===== config.mk =====
export PLATFORM = sky130hd
export DESIGN_NAME = fetch_queue
export DESIGN_NICKNAME = d
export VERILOG_FILES = /design/src/rtl/fetch_queue.sv
export SDC_FILE = /design/constraint.sdc
export NUM_CORES = 1
export LEC_CHECK = 0
export CORE_ASPECT_RATIO = 1.25
export CORE_MARGIN = 2
export CORE_UTILIZATION = 45
export DETAILED_ROUTE_END_ITERATION = 8
export MAX_ROUTING_LAYER = met4
export PLACE_DENSITY = 0.71
export SETUP_SLACK_MARGIN = 0.1
export SLEW_MARGIN = 15
export SYNTH_ARGS = -nofsm -noshare
export SYNTH_HDL_FRONTEND = slang
export SYNTH_SLANG_ARGS = --single-unit

===== constraint.sdc =====
create_clock -name clk -period 2.3 [get_ports clk]
set_input_delay 0.69 -clock clk [delete_from_list [all_inputs] [get_ports clk]]
set_output_delay 0.69 -clock clk [all_outputs]
set_load 0.01 [all_outputs]

===== src/rtl/fetch_queue.sv =====
`default_nettype none
// ============================================================================
// Module      : fetch_queue
// Description : Instruction fetch queue between the fetch and decode stages.
//               Holds up to DEPTH {instruction, PC} entries in strict FIFO
//               order. Registered outputs only: an entry pushed at an edge
//               becomes visible at the head after that edge, never in the
//               same cycle. A flush (taken branch) discards everything.
//
// Parameters  : DEPTH     - number of entries (power of two, >= 2)
//               WORD      - PC width
//               INSTR_LEN - instruction width
//
// Ports       : clk             in   rising-edge clock
//               reset           in   asynchronous active-high reset
//               flush           in   synchronous discard of all entries
//               in_valid        in   fetch presents an entry
//               in_ready        out  queue can accept an entry (not full)
//               in_instruction  in   fetched instruction
//               in_pc           in   PC of the fetched instruction
//               out_valid       out  head entry available (not empty)
//               out_ready       in   decode consumes the head entry
//               out_instruction out  head instruction, 0 when empty
//               out_pc          out  head PC, 0 when empty
//               count           out  number of occupied entries
//
// Revision    : 1.0 - initial release
// ============================================================================
module fetch_queue #(
  parameter int DEPTH     = 4,
  parameter int WORD      = 64,
  parameter int INSTR_LEN = 32
) (
  input  logic                       clk,
  input  logic                       reset,
  input  logic                       flush,
  input  logic                       in_valid,
  output logic                       in_ready,
  input  logic [INSTR_LEN-1:0]       in_instruction,
  input  logic [WORD-1:0]            in_pc,
  output logic                       out_valid,
  input  logic                       out_ready,
  output logic [INSTR_LEN-1:0]       out_instruction,
  output logic [WORD-1:0]            out_pc,
  output logic [$clog2(DEPTH):0]     count
);

  localparam int c_PTR_W = $clog2(DEPTH);
  localparam int c_CNT_W = c_PTR_W + 1;
  localparam logic [c_CNT_W-1:0] c_FULL = c_CNT_W'(DEPTH);

  // Storage carries no reset; validity is tracked purely by the pointers.
  logic [INSTR_LEN-1:0] r_instr_mem [DEPTH];
  logic [WORD-1:0]      r_pc_mem    [DEPTH];

  logic [c_PTR_W-1:0] r_wr_ptr;
  logic [c_PTR_W-1:0] r_rd_ptr;
  logic [c_CNT_W-1:0] r_count;

  logic w_push;
  logic w_pop;

  assign in_ready  = (r_count != c_FULL);
  assign out_valid = (r_count != '0);
  assign count     = r_count;

  // Flush and reset suppress both handshakes so neither storage nor
  // pointers move in those cycles.
  assign w_push = in_valid  & in_ready  & ~flush & ~reset;
  assign w_pop  = out_ready & out_valid & ~flush & ~reset;

  assign out_instruction = out_valid ? r_instr_mem[r_rd_ptr] : '0;
  assign out_pc          = out_valid ? r_pc_mem[r_rd_ptr]    : '0;

  always_ff @(posedge clk) begin
    if (w_push) begin
      r_instr_mem[r_wr_ptr] <= in_instruction;
      r_pc_mem[r_wr_ptr]    <= in_pc;
    end
  end

  // Pointers are exactly c_PTR_W bits, so DEPTH-1 + 1 wraps to 0 naturally.
  always_ff @(posedge clk or posedge reset) begin
    if (reset) begin
      r_wr_ptr <= '0;
      r_rd_ptr <= '0;
      r_count  <= '0;
    end else if (flush) begin
      r_wr_ptr <= '0;
      r_rd_ptr <= '0;
      r_count  <= '0;
    end else begin
      if (w_push) r_wr_ptr <= r_wr_ptr + 1'b1;
      if (w_pop)  r_rd_ptr <= r_rd_ptr + 1'b1;
      case ({w_push, w_pop})
        2'b10:   r_count <= r_count + 1'b1;
        2'b01:   r_count <= r_count - 1'b1;
        default: r_count <= r_count;
      endcase
    end
  end

endmodule
`default_nettype wire


* Word-level counts from Yosys, hierarchy flattened
Memories as Yosys holds them, arrays and structs flattened. Index checks and enable logic that the tools add are counted.
Cells by class: mux-type cells 10, reduce and logical (&&, ||, !) cells 4, bitwise gates (word level) 8, equal/unequal tests 3, add/sub/neg operators 4
Operators by type and width (count):
- 2-to-1 mux 64 bit | 1
- 2-to-1 mux 32 bit | 1
- 2-to-1 mux 2 bit | 4
- AND 1 bit | 6
- one-hot mux 3 bit (2 select lines) | 1
- nonzero test 3 bit | 2
- adder 2 x 1 -> 2 bit (second input constant) | 2
- nonzero test 2 bit | 2
- adder 3 x 1 -> 3 bit (second input constant) | 1
- 2-to-1 mux 3 bit | 1
- inequality test 3 bit (second input constant) | 1
- subtractor 3 x 1 -> 3 bit (second input constant) | 1
- == test 2 x 1 -> 1 bit (second input constant) | 1
- == test 2 bit (second input constant) | 1
- 2-to-1 mux 1 bit | 2
- inverter 1 bit | 2
Word-level totals: register bits after elaboration 7, output and inout bits 101, RAM bits 384, memories kept 2, bits of input ports 101
Memories:
- r_pc_mem | depth 4, bits a word 64, read ports 1, clocked after memory_dff 0, wr ports 1, RTL line 54 | logic [WORD-1:0] r_pc_mem [DEPTH];
- r_instr_mem | depth 4, bits a word 32, read ports 1, clocked after memory_dff 0, wr ports 1, RTL line 53 | logic [INSTR_LEN-1:0] r_instr_mem [DEPTH];

* Longest topological paths before layout
Gate-level depths: netlist (run 1).
depth after elaboration 7, mapped depth 9, depth with buffers taken out 8

* Worst setup path after synthesis (run 1)
Ideal clock, no wire load.
path type input to register, start point input flush, end point memory r_instr_mem[0][0], enable pin, stages on the path 2, path slack -622 ps, data required time 1888 ps, data arrival time 2511 ps, buffers on the path 0, cell sequence nor3b_1 and3_2
Between the ends: word-level cells in the longest chain between the ends 5
RTL lines:
- start: declaration | RTL line 36 | input logic flush,
- inverter 1 bit | RTL line 69 | assign w_push = in_valid & in_ready & ~flush & ~reset;
- AND 1 bit (2 in series) | RTL line 69
- 2-to-1 mux 1 bit | RTL line 76 | if (w_push) begin
- 2-to-1 mux 1 bit (not written as such) | RTL line 77 | r_instr_mem[r_wr_ptr] <= in_instruction;
- end: declaration | RTL line 53
No other way between the ends.

* Final worst setup path (run 1)
start point register r_rd_ptr[0], end point output out_pc[41]
Between the ends: word-level cells in the longest chain between the ends 2
RTL lines:
- start: declaration | RTL line 57 | logic [c_PTR_W-1:0] r_rd_ptr;
- start signal: assignment | RTL line 94 | if (w_pop) r_rd_ptr <= r_rd_ptr + 1'b1;
- memory read (4 x 64 bit)
- 2-to-1 mux 64 bit | RTL line 73 | assign out_pc = out_valid ? r_pc_mem[r_rd_ptr] : '0;
- end: declaration | RTL line 44 | output logic [WORD-1:0] out_pc,
No other way between the ends.

==> results of run 1 <==
area by class of cell:
type / count / area, um^2
clock inverters: 17 / 115
well taps: 418 / 523
multi-input cells: 236 / 3340
clock buffers: 49 / 1010
flip-flops and latches: 391 / 11700
fillers: 2304 / 12400
inverters: 5 / 26.3
diodes: 6 / 15.0
repair buffers: 316 / 3670
power groups by stage:
stage	sequential [mW]	clock [mW]	combinational [mW]
finish	7.98	5.70	2.80
global route	7.98	6.12	2.97
CTS	7.98	5.85	2.65
detailed placement	8.12	0	2.21
global placement	8.12	0	2.20
floorplan	8.13	0	0.928
final timing paths:
check / from / end / slack [ns] / cells after the start
min reg2reg: r_wr_ptr[0] / r_wr_ptr[0] / 0.54 / 1
min in group asynchronous: reset / count[2] / 0.67 / 3
max reg2reg: count[0] / count[1] / 0.02 / 9
min: r_wr_ptr[0] / r_wr_ptr[0] / 0.54 / 1
max: r_rd_ptr[0] / out_pc[41] / -0.59 / 6
max in group asynchronous: reset / r_rd_ptr[1] / 1.36 / 3
through the flow:
step | power (mW) | worst slack, ns
after floorplan | 9.06 | 0.0217
after global placement | 10.3 | -0.348
after detailed placement | 10.3 | -0.356
after CTS | 16.5 | -0.668
after global routing | 17.1 | -0.658
final | 16.5 | -0.594
registers in the layout (all words and copies together), names as in the netlist:
register     cells
count            3
r_instr_mem    128
r_pc_mem       256
r_rd_ptr         2
r_wr_ptr         2
metal layers:
| layer | share of wire | wire [um] |
|---|---|---|
| met5 | 0 | 0 |
| met4 | 0.025 | 788 |
| met3 | 0.049 | 1550 |
| met2 | 0.53 | 16800 |
| met1 | 0.40 | 12500 |
synthesized netlist by cell type (all sizes together) (2+ instances only):
library cell,n,area [um^2]
clkbuf,19,71.3
dfrtp,7,175
nand4b,2,17.5
mux4,96,2160
nor2,3,11.3
buf,15,90.1
nand3,2,10.0
or3,3,18.8
edfxtp,384,11500
or2,3,18.8
and3,4,30.0
o211ai,2,20.0
and2,97,609
ha,4,50.1
o311ai,2,17.5
o21ai,3,15.0
a21oi,2,10.0
nand2,2,7.51
inv,5,18.8
kinds of logic after synthesis:
kind of cell | count (synthesis) | share of synthesized area
AOI/OAI and AO/OA | 12 | 0.00593
xor gates and xnor gates | 1 | 0.000585
adders and majority gates | 5 | 0.00468
buffers and inverters | 39 | 0.0120
DFF | 391 | 0.781
muxes | 97 | 0.145
and+or+nand+nor | 121 | 0.0505
worst reg2reg max path: cells and delay by family (launching register included):
family                   cells  cell delay, ns
adder cells (fa/ha/maj)      1            0.44
AND/OR/NAND/NOR              3            0.59
AO/OA/AOI/OAI                2            0.41
flip-flops                   1            0.42
buffers and inverters        3            0.30
timing repair:
item                                   4_1_cts  5_1_grt
resized for setup                          575       54
setup endpoints to repair                  103      100
endpoints found under the hold margin        0        0
gates cloned                                 9        0
buffers inserted                            34       18
pin swaps                                   30       14
==> flow_summary.toml, run 1 <==
[final_layout]
final_cell_mix = "edfxtp_1, buf_6, clkdlybuf4s50_1"
final_area_mm2 = 0.0204
stdcell_count = 1438
utilization = 0.623
syn2layout_area_growth_pct = 36.3
final_common_cell = "edfxtp_1"
nNetsFinal = 1095
drive_gt1_frac = 0.450

[drt]
drtIter0Drc = 505
detail-route-antenna-nets = 0
drc = 12
detail_route.wl_per_cell_um = 22.0
vias_per_cell = 5.24
drt_first_pass_iters = 7
num_vias = 7529
routed_wl_mm = 31.7

[synth]
synth_warnings = 0
synthArstFlopShare = 0.0179
synthDistinctLibCells = 34
postSynthCellCount = 666
ys_seq_area_frac = 0.781
ys.flop_type = "edfxtp_1"
avgSynthCellArea_um2 = 22.5
syn-num-nets = 772
synth_seq_cells = 391
synth_edf_count = 384
syn_area_mm2 = 0.0150

[grt]
grt_util_met3 = 0.0339
grt_pass1_wl_mm = 48.2
grt.total_usage = 0.189
antenna_found_initial = 6
grt_max_degree = 64
grt_use_met2 = 0.317
overflow = 0
met1_usage = 0.235
busiest_layer = "met2"
grt_pass1_vias = 7956

[power]
switching_share = 0.221
ir_drop_v = 0.000807
clkPwrFrac = 0.346
power_switching_mw = 3.65
power_density_mw_per_mm2 = 807
p_int_mw = 12.8
power_frac_comb = 0.170
pwr-share-seq = 0.484
leakage_nw = 6.94

[job]
maxCapViolations = 0

[timing]
worst_pin_slew_ns = 0.385
slew_headroom = 0.744
period_share = 1.26
clock_skew_ns = 0.0155
setup_tns_ns = -49.64
finalSetupViolations = 97
slew_viol_final = 0
whs_ns = 0.539
hold_viol_final = 0
setup_ws_ns = -0.594
fin_crit_ns = 2.89
fmaxAchievable_mhz = 345
rsz0062_at_grt = "yes"

[hold_path]
hold_path.class = "flip-flop to flip-flop"

[clock_tree]
root_buffer = "clkbuf_16"
clockBufferDepth = 3
htreeDepth = 2
hold_buffers = 0
cts_tree = "yes"
clock-sinks = 391
clk_latency_ns = 0.52
path_clk_slew_ns = 0.06
cts_buffers = 39

[die]
die_height_um = 208
die_x_um = 167
start_util = 0.457
dieArea_mm2 = 0.0348
io_pins = 202
num_rows = 74
coreArea_mm2 = 0.0328

[place]
hpwl_mm = 18.5
place_inst = 1309
placed_cell_area_mm2 = 0.0182
io_buffers = 201
gp_congestion = 0.746

[worst_setup_path]
worstPathArrival_ns = 2.20
cp_data_required_time_ns = 1.61
crit_buf_inv = 4
worstPathMaxFanout = 8
critPathCaptureType = "output pin"
cpMostUsedCell = "buf_12"
critPathKind = "flip-flop to output pin"
slowest_delay_ns = 0.51
cp_cell_sequence = "buf_12 -> buf_8 -> buf_12 -> mux4_2 -> and2_4 -> buf_6"
crit_path_start_kind = "flip-flop"
cpLargestDelayFamily = "buffers and inverters"
slowest_stage = "mux4_2"

[status]
violations = "design-rule violations, negative setup slack"
status = "finished, violations left"
Power figures use the tool's default switching activity.
==> run 2, diff against run 1 <==
--- a/config.mk
+++ b/config.mk
@@ -8,7 +8,9 @@
 export CORE_ASPECT_RATIO = 1.25
 export CORE_MARGIN = 2
 export CORE_UTILIZATION = 45
+export CTS_BUF_LIST = sky130_fd_sc_hd__clkbuf_4 sky130_fd_sc_hd__clkbuf_8
 export DETAILED_ROUTE_END_ITERATION = 8
+export GPL_TIMING_DRIVEN = 0
 export MAX_ROUTING_LAYER = met4
 export PLACE_DENSITY = 0.71
 export SETUP_SLACK_MARGIN = 0.1
==> run 2 against run 1 <==
Compared with the run above:
- global-route usage down 0.074 points
- via count up 13%
- register-to-register slack worse by 0.38 ns
- the flow still finishes with violations (design-rule violations, negative setup slack)
- die area unchanged
- hold slack worse by 0.089 ns
- highest routed layer unchanged
- wire length up 31%
- sequential cell count unchanged
- clock power down 8.9%
- total power down 1.1%
- first-iteration DRC count up 58%
- fmax down 3.7%
- critical path depth up 1
==> flow_summary.toml, run 2 (synthesized netlist as in run 1, its figures left out) <==
[status]
status = "finished, violations left"
violations = "design-rule violations, negative setup slack"

[drt]
routed_wl_mm = 41.4
drtIter0Drc = 799
drc = 12
num_vias = 8513
detail-route-antenna-nets = 0
drt_first_pass_iters = 7
met3WireLength_mm = 2.31
route.met2.wl_mm = 22.3
top_layer = "met4"
drt-met1-wl_mm = 15.9
detail_route.wl_per_cell_um = 26.6
vias_per_cell = 5.47

[timing]
fin_crit_ns = 3.01
worst_pin_slew_ns = 0.480
slew_headroom = 0.680
fmaxAchievable_mhz = 333
setup_ws_ns = -0.707
clock_skew_ns = 0.0266
slew_viol_final = 0
hold_viol_final = 0
period_share = 1.31
finalSetupViolations = 389
rsz0062_at_grt = "yes"
whs_ns = 0.450

[power]
power_switching_mw = 3.78
pwr-share-seq = 0.490
power_density_mw_per_mm2 = 749
leakage_nw = 7.62
power_frac_comb = 0.192
ir_drop_v = 0.000577
switching_share = 0.232
p_int_mw = 12.5
clkPwrFrac = 0.318

[place]
io_buffers = 201
gp_congestion = 0.755
hpwl_mm = 18.8
placed_cell_area_mm2 = 0.0178

[worst_setup_path]
r2r-end = "count[1]"
cp_cell_sequence = "buf_12 -> buf_4 -> buf_6 -> buf_16 -> mux4_2 -> and2_4 -> buf_2"
worstSetupStartpoint = "r_rd_ptr[0]"
slowest_delay_ns = 0.50
reg2regPathDepth = 12
worstPathMaxFanout = 8
worstPathArrival_ns = 2.32
crit_path_start_kind = "flip-flop"
r2r-start = "count[0]"
critPathKind = "flip-flop to output pin"
crit_end = "out_pc[8]"
cp_data_required_time_ns = 1.61
r2r_setup_slack_ns = -0.36
slowest_stage = "mux4_2"
critPathCaptureType = "output pin"

[grt]
overflow = 0
grt.total_usage = 0.188
grt_pass1_vias = 8195
antenna_found_initial = 5
grt_max_degree = 48
grt_pass1_wl_mm = 47.8

[die]
dieArea_mm2 = 0.0348
start_util = 0.457
die_height_um = 208
coreArea_mm2 = 0.0328
num_rows = 74
io_pins = 202
die_x_um = 167

[clock_tree]
clockBufferDepth = 3
htreeDepth = 2
hold_buffers = 0
root_buffer = "clkbuf_8"
clock-sinks = 391
cts_buffers = 57
clk_latency_ns = 0.61
cts_tree = "yes"
path_clk_slew_ns = 0.07

[final_layout]
fill_cells = 2210
nNetsFinal = 1204
drive_gt1_frac = 0.516
regMostFlops = "r_pc_mem"
final_common_cell = "edfxtp_1"
final_area_mm2 = 0.0218
final_cell_mix = "edfxtp_1, buf_6, clkdlybuf4s50_1"
syn2layout_area_growth_pct = 45.2
largest_register_ffs = 256

[job]
maxCapViolations = 0

[hold_path]
hold_path.class = "input port to async pin"
run 2: cell types whose count changed in the layout (fill, tap and decap cells not counted), sizes merged:
cell and change:
clkbuf +77, buf +37, and3 +13, dlygate4sd2 -3
clkinv -2, bufbuf -1, bufinv -1, clkdlybuf4s15 +1
diode -1, inv -1
run 2: how the worst min path moves through the flow:
stage,start,to,slack [ns]
after floorplan,reset,count[2],0.49
after global placement,r_wr_ptr[0],r_wr_ptr[0],0.52
after global routing,reset,r_wr_ptr[0],0.46
final,reset,r_wr_ptr[1],0.45
after detailed placement,r_wr_ptr[0],r_wr_ptr[0],0.56
after CTS,reset,r_wr_ptr[0],0.42
run 2: what timing repair did:
action                     in CTS  in global routing
cloned                          4                 71
pin swaps                      38                 47
setup endpoints to repair     104                466
resized for setup             603                163
buffers inserted               57                 38
run 2: cell type report:
class	instances	area, um^2	share of cell area
diodes	5	12.5	0.000575
plain buffers	33	422	0.0194
clock buffers	82	985	0.0452
clock inverters	13	58.8	0.00270
inverters	5	21.3	0.000977
multi-input cells	249	3490	0.160
flip-flops and latches	391	11700	0.538
well taps	418	523	0.0240
repair buffers	361	4540	0.209
run 2: metal layers:
layer,vias to the layer above,track usage
met5,-,-
met4,0,0.0702
met3,53,0.0407
met2,300,0.319
met1,4508,0.222
li1,3652,-
run 2: power by group through the flow:
stage	clock network (mW)	registers [mW]	logic [mW]
2_1_floorplan	0	8.13	0.928
3_3_place_gp	0	8.13	2.07
3_5_place_dp	0	8.13	2.11
4_1_cts	5.28	7.98	2.55
5_1_grt	5.59	7.98	3.28
6_report	5.19	7.98	3.12
run 2: stage by stage:
| stage | utilization | TNS (ns) | cells | worst slack [ns] | power (mW) |
|---|---|---|---|---|---|
| after floorplan | - | 0 | 666 | 0.0217 | 9.06 |
| after global placement | 0.536 | -505.97 | 1285 | -1.47 | 10.2 |
| after detailed placement | 0.542 | -195.95 | 1293 | -1.47 | 10.2 |
| after CTS | 0.601 | -67.24 | 1449 | -0.793 | 15.8 |
| after global routing | 0.664 | -107.23 | 1557 | -0.779 | 16.9 |
| final | 0.664 | -100.26 | 1557 | -0.707 | 16.3 |
run 2: critical path, delay by kind of cell (launching register included):
kind	cells	cell delay (ns)
mux	1	0.50
buf+inv	5	0.63
flops	1	0.41
simple gates	1	0.17
